**src/rtl/cpstr_mux_tx.sv**
```systemverilog
// Round-robin multiplexer that merges NUM_STREAMS byte streams into one escaped byte stream.
// A header {ESC_CHAR, idx} marks each change of the active stream, and literal ESC_CHAR data is sent twice.
module cpstr_mux_tx #(
    parameter int          NUM_STREAMS = 4,
    parameter int          BURST_W     = 8,
    parameter logic [7:0]  ESC_CHAR    = 8'hFF
) (
    input  logic                             i_clk,
    input  logic                             i_rst,
    input  logic [8*NUM_STREAMS-1:0]         i_data,
    input  logic [NUM_STREAMS-1:0]           i_valid,
    output logic [NUM_STREAMS-1:0]           o_ready,
    input  logic [NUM_STREAMS-1:0]           i_en,
    input  logic [BURST_W*NUM_STREAMS-1:0]   i_burst_len,
    output logic [7:0]                       o_data,
    output logic                             o_valid,
    input  logic                             i_ready,
    input  logic                             i_send_stridx,
    output logic [$clog2(NUM_STREAMS)-1:0]   o_cur_idx
);

    localparam int IDX_W = $clog2(NUM_STREAMS);

    localparam logic [2:0] S_IDLE    = 3'd0;
    localparam logic [2:0] S_HDR_ESC = 3'd1;
    localparam logic [2:0] S_HDR_IDX = 3'd2;
    localparam logic [2:0] S_DATA    = 3'd3;
    localparam logic [2:0] S_LIT     = 3'd4;

    logic [2:0]             state;
    logic [IDX_W-1:0]       grant;
    logic [IDX_W-1:0]       rr;
    logic [BURST_W-1:0]     burst_rem;
    logic [BURST_W-1:0]     burst_quota;
    logic                   cfrm_valid;
    logic                   resend_pend;
    logic                   lit_to_idle;

    logic [NUM_STREAMS-1:0] req;
    logic [NUM_STREAMS-1:0] grant_oh;
    logic                   has_comp;
    logic                   out_free;
    logic                   ready_g;
    logic                   accept;
    logic                   expiry;
    logic                   leave_idle;
    logic [7:0]             cur_byte;
    logic [IDX_W-1:0]       pick;
    logic                   pick_found;

    assign req      = i_valid & i_en;
    assign out_free = !o_valid || i_ready;
    assign grant_oh = NUM_STREAMS'(1) << grant;
    assign has_comp = |(req & ~grant_oh);
    assign cur_byte = i_data[{grant, 3'b000} +: 8];

    // Byte acceptance is held off while a header resend is waiting so the header is not split.
    assign ready_g    = (state == S_DATA) && out_free && !resend_pend;
    assign o_ready    = ready_g ? grant_oh : '0;
    assign accept     = ready_g && i_valid[grant];
    assign expiry     = accept && (burst_rem == BURST_W'(1));
    assign leave_idle = (expiry && has_comp) || !i_en[grant] ||
                        (!accept && !i_valid[grant] && has_comp);

    // Round-robin search begins just after the last granted stream and wraps.
    always_comb begin
        pick       = '0;
        pick_found = 1'b0;
        for (int i = 1; i <= NUM_STREAMS; i++) begin
            if (!pick_found && req[(int'(rr) + i) % NUM_STREAMS]) begin
                pick       = IDX_W'((int'(rr) + i) % NUM_STREAMS);
                pick_found = 1'b1;
            end
        end
    end

    always_ff @(posedge i_clk or posedge i_rst) begin
        if (i_rst) begin
            state       <= S_IDLE;
            grant       <= '0;
            rr          <= IDX_W'(NUM_STREAMS - 1);
            burst_rem   <= '0;
            burst_quota <= '0;
            cfrm_valid  <= 1'b0;
            resend_pend <= 1'b0;
            lit_to_idle <= 1'b0;
            o_cur_idx   <= '0;
            o_data      <= 8'h00;
            o_valid     <= 1'b0;
        end else begin
            if (i_send_stridx) begin
                resend_pend <= 1'b1;
            end
            if (out_free) begin
                o_valid <= 1'b0;
            end
            case (state)
                S_IDLE: begin
                    if (pick_found) begin
                        grant       <= pick;
                        rr          <= pick;
                        burst_rem   <= i_burst_len[int'(pick)*BURST_W +: BURST_W];
                        burst_quota <= i_burst_len[int'(pick)*BURST_W +: BURST_W];
                        if (pick == o_cur_idx && cfrm_valid && !resend_pend) begin
                            state <= S_DATA;
                        end else begin
                            state <= S_HDR_ESC;
                        end
                    end
                end
                S_HDR_ESC: begin
                    if (out_free) begin
                        o_valid <= 1'b1;
                        o_data  <= ESC_CHAR;
                        state   <= S_HDR_IDX;
                    end
                end
                S_HDR_IDX: begin
                    if (out_free) begin
                        o_valid     <= 1'b1;
                        o_data      <= 8'(grant);
                        o_cur_idx   <= grant;
                        cfrm_valid  <= 1'b1;
                        resend_pend <= 1'b0;
                        state       <= S_DATA;
                    end
                end
                S_DATA: begin
                    if (accept) begin
                        o_valid <= 1'b1;
                        o_data  <= cur_byte;
                        // A zero quota means unlimited, so the counter is left alone.
                        if (burst_rem != '0) begin
                            burst_rem <= (expiry && !has_comp) ? burst_quota
                                                               : burst_rem - BURST_W'(1);
                        end
                        if (cur_byte == ESC_CHAR) begin
                            state       <= S_LIT;
                            lit_to_idle <= leave_idle;
                        end else if (leave_idle) begin
                            state <= S_IDLE;
                        end
                    end else if (leave_idle) begin
                        state <= S_IDLE;
                    end else if (resend_pend) begin
                        state <= S_HDR_ESC;
                    end
                end
                S_LIT: begin
                    if (out_free) begin
                        o_valid <= 1'b1;
                        o_data  <= ESC_CHAR;
                        if (lit_to_idle) begin
                            state <= S_IDLE;
                        end else if (resend_pend) begin
                            state <= S_HDR_ESC;
                        end else begin
                            state <= S_DATA;
                        end
                    end
                end
                default: state <= S_IDLE;
            endcase
        end
    end

endmodule
```
**config.mk**
```make
export PLATFORM = sky130hd
export DESIGN_NAME = cpstr_mux_tx
export DESIGN_NICKNAME = d
export VERILOG_FILES = /design/src/rtl/cpstr_mux_tx.sv
export SDC_FILE = /design/constraint.sdc
export NUM_CORES = 1
export LEC_CHECK = 0
export CAP_MARGIN = 0
export CELL_PAD_IN_SITES_DETAIL_PLACEMENT = 1
export CELL_PAD_IN_SITES_GLOBAL_PLACEMENT = 1
export CORE_ASPECT_RATIO = 1.5
export CORE_MARGIN = 2
export CORE_UTILIZATION = 31
export CTS_CLUSTER_DIAMETER = 150
export DETAILED_ROUTE_END_ITERATION = 8
export PLACE_DENSITY = 0.84
export SLEW_MARGIN = 20
export SYNTH_ARGS = -nofsm -noshare
export SYNTH_HDL_FRONTEND = slang
export SYNTH_SLANG_ARGS = --single-unit
```
**constraint.sdc**
```tcl
create_clock -name i_clk -period 2 [get_ports i_clk]
set_clock_uncertainty 0.05 [all_clocks]
set_input_delay 0.4 -clock i_clk [delete_from_list [all_inputs] [get_ports i_clk]]
set_output_delay 0.4 -clock i_clk [all_outputs]
set_load 0.02 [all_outputs]
```
==> out/results.env <==
FINAL_COMMON_CELL='sky130_fd_sc_hd__clkdlybuf4s50_1'
MIN_PATH_TYPE='in -> async'
MAX_FO_CRITICAL_PATH=3
DIE_Y_UM=121
MAXCAPVIOLATIONS=0
DETAIL_ROUTE.ITER0.VIOLATIONS=200
GRT_PASS1_WL_UM=18900
WORST_SLEW_MARGIN_REL_PCT=52.2
WORST-ENDPOINT-REQUIRED_NS=2.12
CTS_NUM_SINKS=37
CRITPATHSLOWESTCELL='sky130_fd_sc_hd__or4_4'
WORST_PATH_ARRIVAL_NS=2.45
NUMBER_OF_DISTINCT_LIBRARY_CELLS_AFTER_SYNTHESIS=65
WARNING_COUNT_FROM_THE_YOSYS_RUN=0
DRCVIOLATIONCOUNT=0
SYNTH-EDFF-COUNT=0
DETAIL_ROUTE.WIRELENGTH_UM=13300
WORST_SLACK_NS=-0.330
INITIAL_UTILIZATION_PCT=31.9
GP_CONGESTION=0.898
POWER.SHARE.SWITCHING_PCT=44.0
PIN_COUNT=91
SETUP.WORST_PATH.CLASS='reg -> reg'
FIRST_PASS_ITERS=4
DRIVE_GT1_SHARE_PCT=38.0
COUNT_OF_CELL_INSTANCES_TRAVERSED_BY_THE_CRITICAL_PATH=7
SYNTH.YOSYS.SEQ_AREA_SHARE_PCT=32.9
SYNTH-MAIN-FF-CELL='sky130_fd_sc_hd__dfrtp_1'
ANTENNA_CELLS=0
FINALSETUPVIOLCOUNT=24
CELLINTERNALPOWER_mW=4.16
ROUTE.DETAILED.WL_PER_INST_UM=23.7
CP_TOP_FAMILY='simple AND/OR/NAND/NOR gates'
VIOLATIONS_IN_THE_FINAL_REPORTS='setup timing'
CLK-INSERTION-DELAY-LATE_NS=0.29
FINALNONFILLERCELLS=560
COMBINATIONALPOWERSHARE_PCT=67.1
ROUTE.DETAILED.VIAS_PER_INST=5.79
CRITPATHBUFINV=1
MAXIMUM_FREQUENCY_FROM_STATIC_TIMING_ANALYSIS_GHz=0.429
POSTSYNTH.ASYNCRESETSHARE_PCT=100
SETUP.WORST_PATH.END_CLASS='flip-flop'
POWER.DENSITY_nW_PER_UM2=1490
MOST-COMMON-LAYOUT-CELLS='77 x sky130_fd_sc_hd__clkdlybuf4s50_1, 51 x sky130_fd_sc_hd__buf_4, 33 x sky130_fd_sc_hd__nand2_1, 33 x sky130_fd_sc_hd__dfrtp_1, 17 x sky130_fd_sc_hd__buf_6'
SYNTHESIZED_INSTANCE_COUNT=298
CTS-BUFFERS-INSERTED=5
GLOBALROUTEOVERFLOWTOTAL=0
CTS_MAX_LEVEL=2
SYN2LAYOUT_AREA_GROWTH_PCT=76.4
ANT_NETS=0
PLACE_HPWL_UM=7930
SLEW_VIOLATIONS=0
RUN_STATUS='finished, violations left'
DIE_X_UM=81.9
START_KIND='flip-flop'
MAPPEDNETLISTNETS=377
CTSLONGESTPATHBUFFERS=2
GRT_PASS1_VIAS=3591
FLOORPLAN.DIE_AREA_UM2=9890
NUMBER_OF_INPUT_AND_OUTPUT_PORT_BUFFERS_INSERTED=90
CLOCKPOWERSHARE_PCT=13.2
LAYOUT_MIN_CYCLE_TIME_NS=2.33
SYN-MEAN-INSTANCE-AREA_UM2=9.46
CORE_AREA_UM2=8830
VDD_IR_DROP_MAX_V=0.000853
CTSHOLDBUFFERS=0
WORST_PIN_SLEW_NS=0.715
STD_CELL_ROWS=42
TIMING.CRITICAL_PATH.SLOWEST_CELL_DELAY_NS=0.57
FINAL.PERIOD_UTILIZATION_PCT=116
TRITONCTS='done'
MAXIMUM_NUMBER_OF_PINS_ON_ONE_NET_BEFORE_GLOBAL_ROUTE_REPAIR=21
CLK_ROOT_BUFFER_CELL='sky130_fd_sc_hd__clkbuf_16'
FINAL_NET_COUNT=528
TOTAL_VIA_COUNT_IN_THE_ROUTED_DESIGN=3244
CTS.REPORTEDPATHS.CLKPINSLEW_NS=0.06
SYNTH.FF_LATCH_COUNT=37
CP_CELL_SEQUENCE='or4_4 > nor3_4 > a31oi_2 > buf_4 > o211ai_4 > o311ai_4 > mux2_2'
DP.CELLS=531
POWER.SHARE.SEQUENTIAL_PCT=19.7
SYNTH.CELL_AREA_UM2=2820
HOLD_VIOL_FINAL=0
GRT_UTIL_ALL_LAYERS_PCT=25.6
GRT_SETUP_UNREPAIRED='yes'
UTILIZATION_PCT=56.3
P_LEAK_nW=2.18
SWITCHING_POWER_mW=3.27
ANTENNA_VIOLATIONS_BEFORE_REPAIR=0
R2R_CELLS=7
==> flip-flops by register name, indices dropped and copies added, names as in the netlist <==
signal       cells
burst_quota      8
burst_rem        8
cfrm_valid       1
grant            2
lit_to_idle      1
o_cur_idx        2
o_data           8
o_valid          1
resend_pend      1
rr               2
state            3
==> Yosys cell counts, types with 2 or more instances <==
cell type / count / area (µm²)
sky130_fd_sc_hd__o21ai_1: 2 / 10.0
sky130_fd_sc_hd__xnor2_1: 4 / 35.0
sky130_fd_sc_hd__o22ai_1: 3 / 18.8
sky130_fd_sc_hd__and3b_1: 3 / 26.3
sky130_fd_sc_hd__clkbuf_1: 7 / 26.3
sky130_fd_sc_hd__mux2i_1: 17 / 170
sky130_fd_sc_hd__nand3b_1: 2 / 15.0
sky130_fd_sc_hd__nor2b_1: 3 / 18.8
sky130_fd_sc_hd__dfstp_2: 2 / 52.6
sky130_fd_sc_hd__nor3_1: 3 / 15.0
sky130_fd_sc_hd__nand3_1: 4 / 20.0
sky130_fd_sc_hd__nand2_1: 47 / 176
sky130_fd_sc_hd__mux4_1: 2 / 52.6
sky130_fd_sc_hd__a211oi_2: 2 / 25.0
sky130_fd_sc_hd__nor2_1: 13 / 48.8
sky130_fd_sc_hd__buf_6: 2 / 22.5
sky130_fd_sc_hd__dfrtp_1: 35 / 876
sky130_fd_sc_hd__o221ai_1: 2 / 17.5
sky130_fd_sc_hd__a21oi_1: 14 / 70.1
sky130_fd_sc_hd__o21a_1: 3 / 22.5
sky130_fd_sc_hd__xor2_1: 5 / 43.8
sky130_fd_sc_hd__mux4_2: 8 / 180
sky130_fd_sc_hd__a31oi_1: 3 / 18.8
sky130_fd_sc_hd__buf_1: 2 / 7.51
sky130_fd_sc_hd__nor3b_1: 2 / 15.0
sky130_fd_sc_hd__nand4_1: 2 / 12.5
sky130_fd_sc_hd__ha_1: 3 / 37.5
sky130_fd_sc_hd__mux2_2: 14 / 158
sky130_fd_sc_hd__o21ai_0: 14 / 70.1
sky130_fd_sc_hd__a22oi_1: 2 / 15.0
sky130_fd_sc_hd__and2_1: 4 / 25.0
sky130_fd_sc_hd__a211oi_1: 2 / 15.0
sky130_fd_sc_hd__inv_1: 10 / 37.5
sky130_fd_sc_hd__buf_2: 6 / 30.0
sky130_fd_sc_hd__nand2b_1: 9 / 56.3
sky130_fd_sc_hd__buf_4: 2 / 15.0
sky130_fd_sc_hd__o211ai_1: 12 / 90.1
==> per-stage QoR <==
| step | setup slack, ns | power (mW) | cell area [µm²] | TNS [ns] | hold WS, ns |
|---|---|---|---|---|---|
| after detailed placement | -0.659 | 5.13 | 4230 | -17.57 | 0.419 |
| final | -0.330 | 7.43 | 4970 | -3.12 | 0.389 |
| after CTS | -0.251 | 7.07 | 4890 | -2.39 | 0.405 |
| after global routing | -0.368 | 7.76 | 4970 | -4.86 | 0.429 |
| after floorplan | -0.0337 | 3.48 | 2820 | -0.0874 | 0.384 |
| after global placement | -0.561 | 4.91 | 4230 | -14.99 | 0.407 |
==> layer usage <==
metal  share of wire (%)  GRT usage, %  vias to the layer above
met5                   0             0                        -
met4                 5.3          16.1                        0
met3                 4.0          4.85                       57
met2                  58          48.6                      150
met1                  33          23.8                     1641
li1                    -             -                     1396
==> path summary, 6_finish.rpt <==
path	to	slack [ns]	start
max in group asynchronous	burst_quota[0]	0.92	i_rst
worst max-delay path	state[1]	-0.33	burst_rem[5]
min in group i_clk	burst_quota[2]	0.44	burst_quota[2]
worst max register to register	state[1]	-0.33	burst_rem[5]
worst min register to register	burst_quota[2]	0.44	burst_quota[2]
worst min-delay path	burst_rem[4]	0.39	i_rst
==> cell type report <==
class / instances / area [µm²]
timing repair buffer: 163 / 1610
inverter: 10 / 37.5
fill: 965 / 3850
sequential: 37 / 931
tap: 110 / 138
clock buffer: 6 / 139
multi-input combinational: 232 / 2080
clock inverter: 2 / 37.5
==> cell families after synthesis <==
| logic type | Yosys count | share of synthesized area, % |
|---|---|---|
| buf+inv | 29 | 4.93 |
| simple gates | 104 | 19.0 |
| flops | 37 | 32.9 |
| xor+xnor | 9 | 2.80 |
| mux | 41 | 19.9 |
| fa+ha+maj | 3 | 1.33 |
| compound gates | 75 | 19.2 |
==> power by group through the flow <==
stage               clock network [mW]  registers, mW  logic (mW)
finish                           0.977           1.47        4.98
global route                      1.02           1.49        5.25
CTS                              0.968           1.43        4.68
detailed placement                   0           1.37        3.76
global placement                     0           1.35        3.57
floorplan                            0           1.45        2.04
==> what timing repair did <==
item | 4_1_cts | 5_1_grt
resized for setup | 107 | 40
setup buffers | 15 | 7
setup endpoints to repair | 31 | 31
pin swaps | 39 | 21
gates cloned | 4 | 0
hold endpoints to repair | 0 | 0
Power figures use the tool's default switching activity.
